[src/rtl/chnl_tester_pkg.sv]
// Shared definitions for the RIFFA channel tester: mode codes, FSM states
// and the word-length to beat-count conversion.
package chnl_tester_pkg;

  localparam logic [1:0] MODE_LOOP = 2'd0;
  localparam logic [1:0] MODE_INC  = 2'd1;
  localparam logic [1:0] MODE_PAT  = 2'd2;

  typedef enum logic [1:0] {
    ST_IDLE,
    ST_ACK,
    ST_RUN,
    ST_FINISH
  } state_e;

  // Round a length in 32-bit words up to whole channel beats (32-bit wrap).
  function automatic logic [31:0] beats_of(input logic [31:0] len, input int unsigned width);
    logic [31:0] n;
    case (width)
      64:      n = (len + 32'd1) >> 1;
      128:     n = (len + 32'd3) >> 2;
      default: n = len;
    endcase
    return n;
  endfunction

endpackage

[src/rtl/riffa_sync_fifo.sv]
// Single-clock first-word-fall-through FIFO; dout_o shows the oldest entry
// whenever empty_o is low.
module riffa_sync_fifo #(
  parameter int unsigned C_WIDTH      = 32,
  parameter int unsigned C_DEPTH_LOG2 = 6
) (
  input  logic               CLK,
  input  logic               RST,
  input  logic               push_i,
  input  logic [C_WIDTH-1:0] din_i,
  input  logic               pop_i,
  output logic               full_o,
  output logic               empty_o,
  output logic [C_WIDTH-1:0] dout_o
);

  localparam int unsigned DEPTH = 2 ** C_DEPTH_LOG2;
  localparam logic [C_DEPTH_LOG2-1:0] PTR_ONE = 1;
  localparam logic [C_DEPTH_LOG2:0]   CNT_ONE = 1;

  logic [C_WIDTH-1:0]      mem_q [DEPTH];
  logic [C_DEPTH_LOG2-1:0] wr_ptr_q;
  logic [C_DEPTH_LOG2-1:0] rd_ptr_q;
  logic [C_DEPTH_LOG2:0]   count_q;
  logic                    do_push;
  logic                    do_pop;

  assign do_push = push_i & ~full_o;
  assign do_pop  = pop_i & ~empty_o;
  // The count only reaches its top bit when it equals DEPTH.
  assign full_o  = count_q[C_DEPTH_LOG2];
  assign empty_o = (count_q == '0);
  assign dout_o  = mem_q[rd_ptr_q];

  always_ff @(posedge CLK) begin
    if (do_push) mem_q[wr_ptr_q] <= din_i;
  end

  always_ff @(posedge CLK or posedge RST) begin
    if (RST) begin
      wr_ptr_q <= '0;
      rd_ptr_q <= '0;
      count_q  <= '0;
    end else begin
      if (do_push) wr_ptr_q <= wr_ptr_q + PTR_ONE;
      if (do_pop)  rd_ptr_q <= rd_ptr_q + PTR_ONE;
      case ({do_push, do_pop})
        2'b10:   count_q <= count_q + CNT_ONE;
        2'b01:   count_q <= count_q - CNT_ONE;
        default: count_q <= count_q;
      endcase
    end
  end

endmodule

[src/rtl/chnl_fifo_loopback.sv]
// RIFFA channel tester: buffers RX beats in a FIFO and returns them on TX,
// either unchanged, with each lane incremented, or replaced by a word-index pattern.
module chnl_fifo_loopback
  import chnl_tester_pkg::*;
#(
  parameter int unsigned C_PCI_DATA_WIDTH  = 32,
  parameter int unsigned C_FIFO_DEPTH_LOG2 = 6
) (
  input  logic                        CLK,
  input  logic                        RST,
  output logic                        CHNL_RX_CLK,
  input  logic                        CHNL_RX,
  output logic                        CHNL_RX_ACK,
  input  logic                        CHNL_RX_LAST,
  input  logic [31:0]                 CHNL_RX_LEN,
  input  logic [30:0]                 CHNL_RX_OFF,
  input  logic [C_PCI_DATA_WIDTH-1:0] CHNL_RX_DATA,
  input  logic                        CHNL_RX_DATA_VALID,
  output logic                        CHNL_RX_DATA_REN,
  output logic                        CHNL_TX_CLK,
  output logic                        CHNL_TX,
  input  logic                        CHNL_TX_ACK,
  output logic                        CHNL_TX_LAST,
  output logic [31:0]                 CHNL_TX_LEN,
  output logic [30:0]                 CHNL_TX_OFF,
  output logic [C_PCI_DATA_WIDTH-1:0] CHNL_TX_DATA,
  output logic                        CHNL_TX_DATA_VALID,
  input  logic                        CHNL_TX_DATA_REN,
  output logic [31:0]                 DONE_COUNT
);

  localparam int unsigned BEAT      = C_PCI_DATA_WIDTH / 32;
  localparam int unsigned BEAT_LOG2 = $clog2(BEAT);

  state_e      state_q;
  logic [31:0] len_q;
  logic [1:0]  mode_q;
  logic [31:0] nbeats_q;
  logic [31:0] nbeats_d;
  logic [31:0] rx_beats_q;
  logic [31:0] tx_beats_q;
  logic        ack_seen_q;
  logic        rx_ack_q;
  logic        tx_q;
  logic [31:0] done_q;

  logic        is_pat;
  logic        rx_more;
  logic        tx_more;
  logic        rx_ren;
  logic        tx_valid;
  logic        rx_fire;
  logic        tx_fire;
  logic        fifo_full;
  logic        fifo_empty;
  logic [C_PCI_DATA_WIDTH-1:0] fifo_dout;
  logic [C_PCI_DATA_WIDTH-1:0] push_data;
  logic [C_PCI_DATA_WIDTH-1:0] pat_data;
  logic        unused_ok;

  assign unused_ok = ^{CHNL_RX_LAST, CHNL_RX_OFF[30:2]};

  assign CHNL_RX_CLK  = CLK;
  assign CHNL_TX_CLK  = CLK;
  assign CHNL_TX_LAST = 1'b1;
  assign CHNL_TX_OFF  = '0;
  assign CHNL_RX_ACK  = rx_ack_q;
  assign CHNL_TX      = tx_q;
  assign CHNL_TX_LEN  = len_q;
  assign DONE_COUNT   = done_q;

  assign nbeats_d = beats_of(CHNL_RX_LEN, C_PCI_DATA_WIDTH);
  assign is_pat   = (mode_q == MODE_PAT);
  assign rx_more  = (rx_beats_q < nbeats_q);
  assign tx_more  = (tx_beats_q < nbeats_q);
  // Pattern mode never touches the FIFO, so neither full nor empty gates it.
  assign rx_ren   = (state_q == ST_RUN) & rx_more & (is_pat | ~fifo_full);
  assign tx_valid = (state_q == ST_RUN) & tx_more & ack_seen_q & (is_pat | ~fifo_empty);
  assign rx_fire  = rx_ren & CHNL_RX_DATA_VALID;
  assign tx_fire  = tx_valid & CHNL_TX_DATA_REN;

  assign CHNL_RX_DATA_REN   = rx_ren;
  assign CHNL_TX_DATA_VALID = tx_valid;
  assign CHNL_TX_DATA       = !tx_valid ? '0 : (is_pat ? pat_data : fifo_dout);

  always_comb begin
    push_data = CHNL_RX_DATA;
    pat_data  = '0;
    for (int unsigned k = 0; k < BEAT; k++) begin
      if (mode_q == MODE_INC) push_data[k*32 +: 32] = CHNL_RX_DATA[k*32 +: 32] + 32'd1;
      pat_data[k*32 +: 32] = (tx_beats_q << BEAT_LOG2) + 32'(k);
    end
  end

  riffa_sync_fifo #(
    .C_WIDTH      (C_PCI_DATA_WIDTH),
    .C_DEPTH_LOG2 (C_FIFO_DEPTH_LOG2)
  ) u_fifo (
    .CLK     (CLK),
    .RST     (RST),
    .push_i  (rx_fire & ~is_pat),
    .din_i   (push_data),
    .pop_i   (tx_fire & ~is_pat),
    .full_o  (fifo_full),
    .empty_o (fifo_empty),
    .dout_o  (fifo_dout)
  );

  always_ff @(posedge CLK or posedge RST) begin
    if (RST) begin
      state_q    <= ST_IDLE;
      len_q      <= '0;
      mode_q     <= MODE_LOOP;
      nbeats_q   <= '0;
      rx_beats_q <= '0;
      tx_beats_q <= '0;
      ack_seen_q <= 1'b0;
      rx_ack_q   <= 1'b0;
      tx_q       <= 1'b0;
      done_q     <= '0;
    end else begin
      rx_ack_q <= 1'b0;
      case (state_q)
        ST_IDLE: begin
          if (CHNL_RX) begin
            len_q      <= CHNL_RX_LEN;
            mode_q     <= CHNL_RX_OFF[1:0];
            nbeats_q   <= nbeats_d;
            rx_beats_q <= '0;
            tx_beats_q <= '0;
            ack_seen_q <= 1'b0;
            rx_ack_q   <= 1'b1;
            tx_q       <= 1'b1;
            state_q    <= ST_ACK;
          end
        end
        ST_ACK: begin
          // CHNL_TX is already visible here, so an immediate ack must count.
          if (CHNL_TX_ACK) ack_seen_q <= 1'b1;
          state_q <= ST_RUN;
        end
        ST_RUN: begin
          if (CHNL_TX_ACK) ack_seen_q <= 1'b1;
          if (rx_fire)     rx_beats_q <= rx_beats_q + 32'd1;
          if (tx_fire)     tx_beats_q <= tx_beats_q + 32'd1;
          if (!rx_more && !tx_more && ack_seen_q) begin
            tx_q    <= 1'b0;
            state_q <= ST_FINISH;
          end
        end
        ST_FINISH: begin
          done_q  <= done_q + 32'd1;
          state_q <= ST_IDLE;
        end
        default: state_q <= ST_IDLE;
      endcase
    end
  end

endmodule

[config.mk]
export PLATFORM = sky130hd
export DESIGN_NAME = chnl_fifo_loopback
export DESIGN_NICKNAME = d
export VERILOG_FILES = /design/src/rtl/chnl_tester_pkg.sv /design/src/rtl/riffa_sync_fifo.sv /design/src/rtl/chnl_fifo_loopback.sv
export SDC_FILE = /design/constraint.sdc
export NUM_CORES = 2
export LEC_CHECK = 0
export CAP_MARGIN = 40
export CORE_ASPECT_RATIO = 0.5
export CORE_UTILIZATION = 45
export DETAILED_ROUTE_END_ITERATION = 10
export REMOVE_ABC_BUFFERS = 1
export SETUP_SLACK_MARGIN = 0.1
export SLEW_MARGIN = 20
export SYNTH_ARGS = -nofsm -noshare
export SYNTH_HDL_FRONTEND = slang
export SYNTH_SLANG_ARGS = --single-unit
[constraint.sdc]
create_clock -name CLK -period 11.2 [get_ports CLK]
set_input_delay 2.8 -clock CLK [delete_from_list [all_inputs] [get_ports CLK]]
set_output_delay 2.8 -clock CLK [all_outputs]
set_load 0.01 [all_outputs]
==> results.md <==
- Busiest layer in global routing: met2
- Share of cells above drive strength 1: 18.9%
- Synth top area cells: edfxtp_1 (70%), mux4_2 (10%), dfrtp_1 (4.4%), mux2i_1 (3.7%), ha_1 (1.1%)
- Post-synth EDFFs: 2,048
- Top Ports: 236
- # Post-CTS Setup Buffers: 0
- WL/cell: 31.0 µm
- Netlist Area Pre-Place: slightly below 90,000 µm²
- Die span in y: 316 µm
- Post-Synth Simple-Gate Area: 3.51%
- Initial Utilization: 45.5%
- Clock group share of total power: 30.6%
- Antenna violations before repair: 9
- Number of cell rows: 114
- DRT Wirelength: 243,000 µm
- Commonest non-fill, non-tap cell in the layout: edfxtp_1
- Hold buffers post-CTS: 0
- PD cells: 215 nW/µm²
- Gr usage total: 24.2%
- Syn. warnings: 0
- Antenna Nets Post-Route: 0
- Critical path data arrival time: between 6 and 7 ns
- Die area: 198,000 µm²
- Fillers: 15,300
- R2R cell count: 20
- Hold Startpoint: DONE_COUNT[31]
- Fin cells: 7,843
- Synth async-reset ratio: 6.99%
- Combinational Power Share: a little over a quarter
- Vias: 48,400
- Largest net degree at the start of global routing: 127
- Static Leak: 32.7 nW
- CP startpoint kind: clock port
- Clock-pin slew on the worst setup and hold paths: 0.06 ns
- DR pass1 iterations: 7
- RSZ-0062 raised after global routing: no
- CP max FO: 2
- Crit path from: CLK
- Critical path class: clock port to primary output
- Pre-CTS WS: 2.35 ns
- CP Capture Point: CHNL_RX_CLK
- Sequential share of the synthesized area: 73.9%
- HPWL after DPL: 134,000 µm
- Gp weighted congestion: 0.840
- Yosys top cell area share: just under 70%
- Distinct cells, synth: 75
- Vias in the first global route: 47,700
- Status: finished, final reports clean
- Post-synthesis mux area share: 14.0%
- Reg2reg setup slack: 5.80 ns
- #FFs+latches synth: 2,202
- Worst r2r src: state_q[0]
- Iter 0 DRT Violations: 5,747
- Core area: approximately 190,000 µm²
- Sw frac: 29.3%
- Final core utilization: 52.1%
- Port bufs: 173
- Met2 Track Usage GR: 38.0%
- CP Capture Type: primary output
- Cells after Synth: ~4,800
- Adder-cell share of the synthesized area: 1.13%
- First-pass GRT wire length: between 300,000 and 400,000 µm
- GR Util met3: 4.41%
- Max-cap violations: 0
- Combinational family with the most area after synthesis: multiplexers
- Die width: about 630 µm
- Headroom to the max-slew limit: 28.5%
- Met1 Use GR: 35.6%
- Slew @ Worst Pin: 1.07 ns
- Int Power: between 15 and 20 mW
- Syn Area/Cell: 18.5 µm²
- Most frequent cells in the layout: edfxtp_1 (2,048), mux4_2 (400), mux2i_1 (328)
- Area Overhead vs Synth: 14.3%
- Final Hold Fails: 0
- Overall Power: 21.7 mW
- Design Area, Final: 101,000 µm²
- Synth Area in Compound Gates: 4.94%
- Ys flop type: edfxtp_1
- CTS tree: done
- Reg-to-Reg End: u_fifo.count_q[6]
- Xor/xnor share of the synthesized area: 0.782%
- Worst vdd ir: 215 µV
- Sequential Power Share: 43.4%
- Required @ worst endpoint: 8.40 ns
- Residual DRC: 0
- Grt ovf: 0
- Final #Nets: 5,265
- DP Area: roughly 95,000 µm²
- Final Worst Setup Slack: between 2 and 2.5 ns
- Hold Path Class: register to register
- Net Switching: 6.36 mW
- Worst-skew pair later-pin latency: 0.97 ns
- Resize count post-CTS: 0
- Final Slew Violations: 0
- Fin Clk Skew: 0.0405 ns
- Post-synth top area cell: edfxtp_1
- Placed cell count: approximately 7,500
- Final setup viols: 0
- Via density: 6.17
==> critical path, stage by stage <==
cell and delay, ns:
clkbuf_16 0.13, clkbuf_16 0.13, clkdlybuf4s50_1 0.47
==> kinds of logic (layout without fill, tap and decap cells) <==
logic type | count (synthesis) | in the layout
other | 2 | 33
buffers and inverters | 354 | 781
xor gates and xnor gates | 79 | 79
muxes | 737 | 737
DFF | 2202 | 2202
AOI/OAI and AO/OA | 654 | 654
and+or+nand+nor | 668 | 668
adders and majority gates | 79 | 79
==> sequential cells by signal, summed over array words and instances (netlist names) <==
register,flops
DONE_COUNT,32
u_fifo.mem_q,2048
mode_q,2
state_q,2
CHNL_TX,1
CHNL_RX_ACK,1
nbeats_q,32
u_fifo.rd_ptr_q,6
u_fifo.wr_ptr_q,6
u_fifo.count_q,7
rx_beats_q,32
tx_beats_q,32
ack_seen_q,1
==> how the worst min path moves through the flow <==
stage	end	slack, ns	cells past startpoint
finish	DONE_COUNT[31]	0.48	1
global route	DONE_COUNT[14]	0.52	1
CTS	DONE_COUNT[31]	0.48	1
detailed placement	DONE_COUNT[31]	0.47	1
global placement	DONE_COUNT[31]	0.46	1
floorplan	u_fifo.count_q[2]	0.48	2
==> final cells by class <==
type | instances | area (µm²) | share of cell area [%]
Antenna cell | 1 | 2.50 | 0.00247
Clock buffer | 263 | 5450 | 5.38
Clock inverter | 95 | 747 | 0.739
Inverter | 53 | 204 | 0.202
Multi-Input combinational cell | 2249 | 22500 | 22.3
Sequential cell | 2202 | 65400 | 64.6
Tap cell | 2610 | 3270 | 3.23
Timing Repair Buffer | 370 | 3570 | 3.53
==> power groups by stage <==
stage	Clock [mW]	Combinational [mW]	Sequential (mW)
floorplan	0	4.62	10.0
detailed placement	0.0182	5.63	9.62
CTS	6.74	5.65	9.44
global route	7.05	6.05	9.46
global placement	0.0182	5.54	9.60
finish	6.65	5.64	9.44
==> through the flow <==
stage,TNS (ns),hold WS (ns)
6_report,0,0.476
5_1_grt,0,0.519
4_1_cts,0,0.483
3_3_place_gp,0,0.464
2_1_floorplan,-580.25,0.478
3_5_place_dp,0,0.470
==> Yosys cell counts (5+ instances only) <==
cell type and number:
a211oi_1 9, a21o_1 9, a21oi_1 70, a221oi_1 79
a22o_1 6, a22oi_1 68, a31oi_1 17, a41oi_1 8
and2_1 12, and3_1 30, buf_1 33, buf_2 67
buf_4 37, clkbuf_1 164, dfrtp_1 154, edfxtp_1 2048
ha_1 78, inv_1 52, mux2_2 7, mux2i_1 328
mux4_2 400, nand2_1 230, nand2b_1 6, nand3_1 111
nand4_1 34, nand4b_1 5, nor2_1 160, nor2b_1 9
nor3_1 17, nor4_1 9, nor4b_1 5, o211ai_1 77
o21ai_0 138, o21ai_1 79, o221ai_1 31, o22ai_1 11
o311ai_1 6, o31ai_1 13, or3_1 15, or4_1 7
xnor2_1 55, xor2_1 24
==> layer usage <==
metal / up-vias / part of all wire, %
met1: 25800 / 43
met2: 2274 / 46
met4: 2 / 2.0
met3: 318 / 9.2
li1: 20000 / -
met5: - / 0.0054
Note: power is estimated with default switching activity, not from simulation.
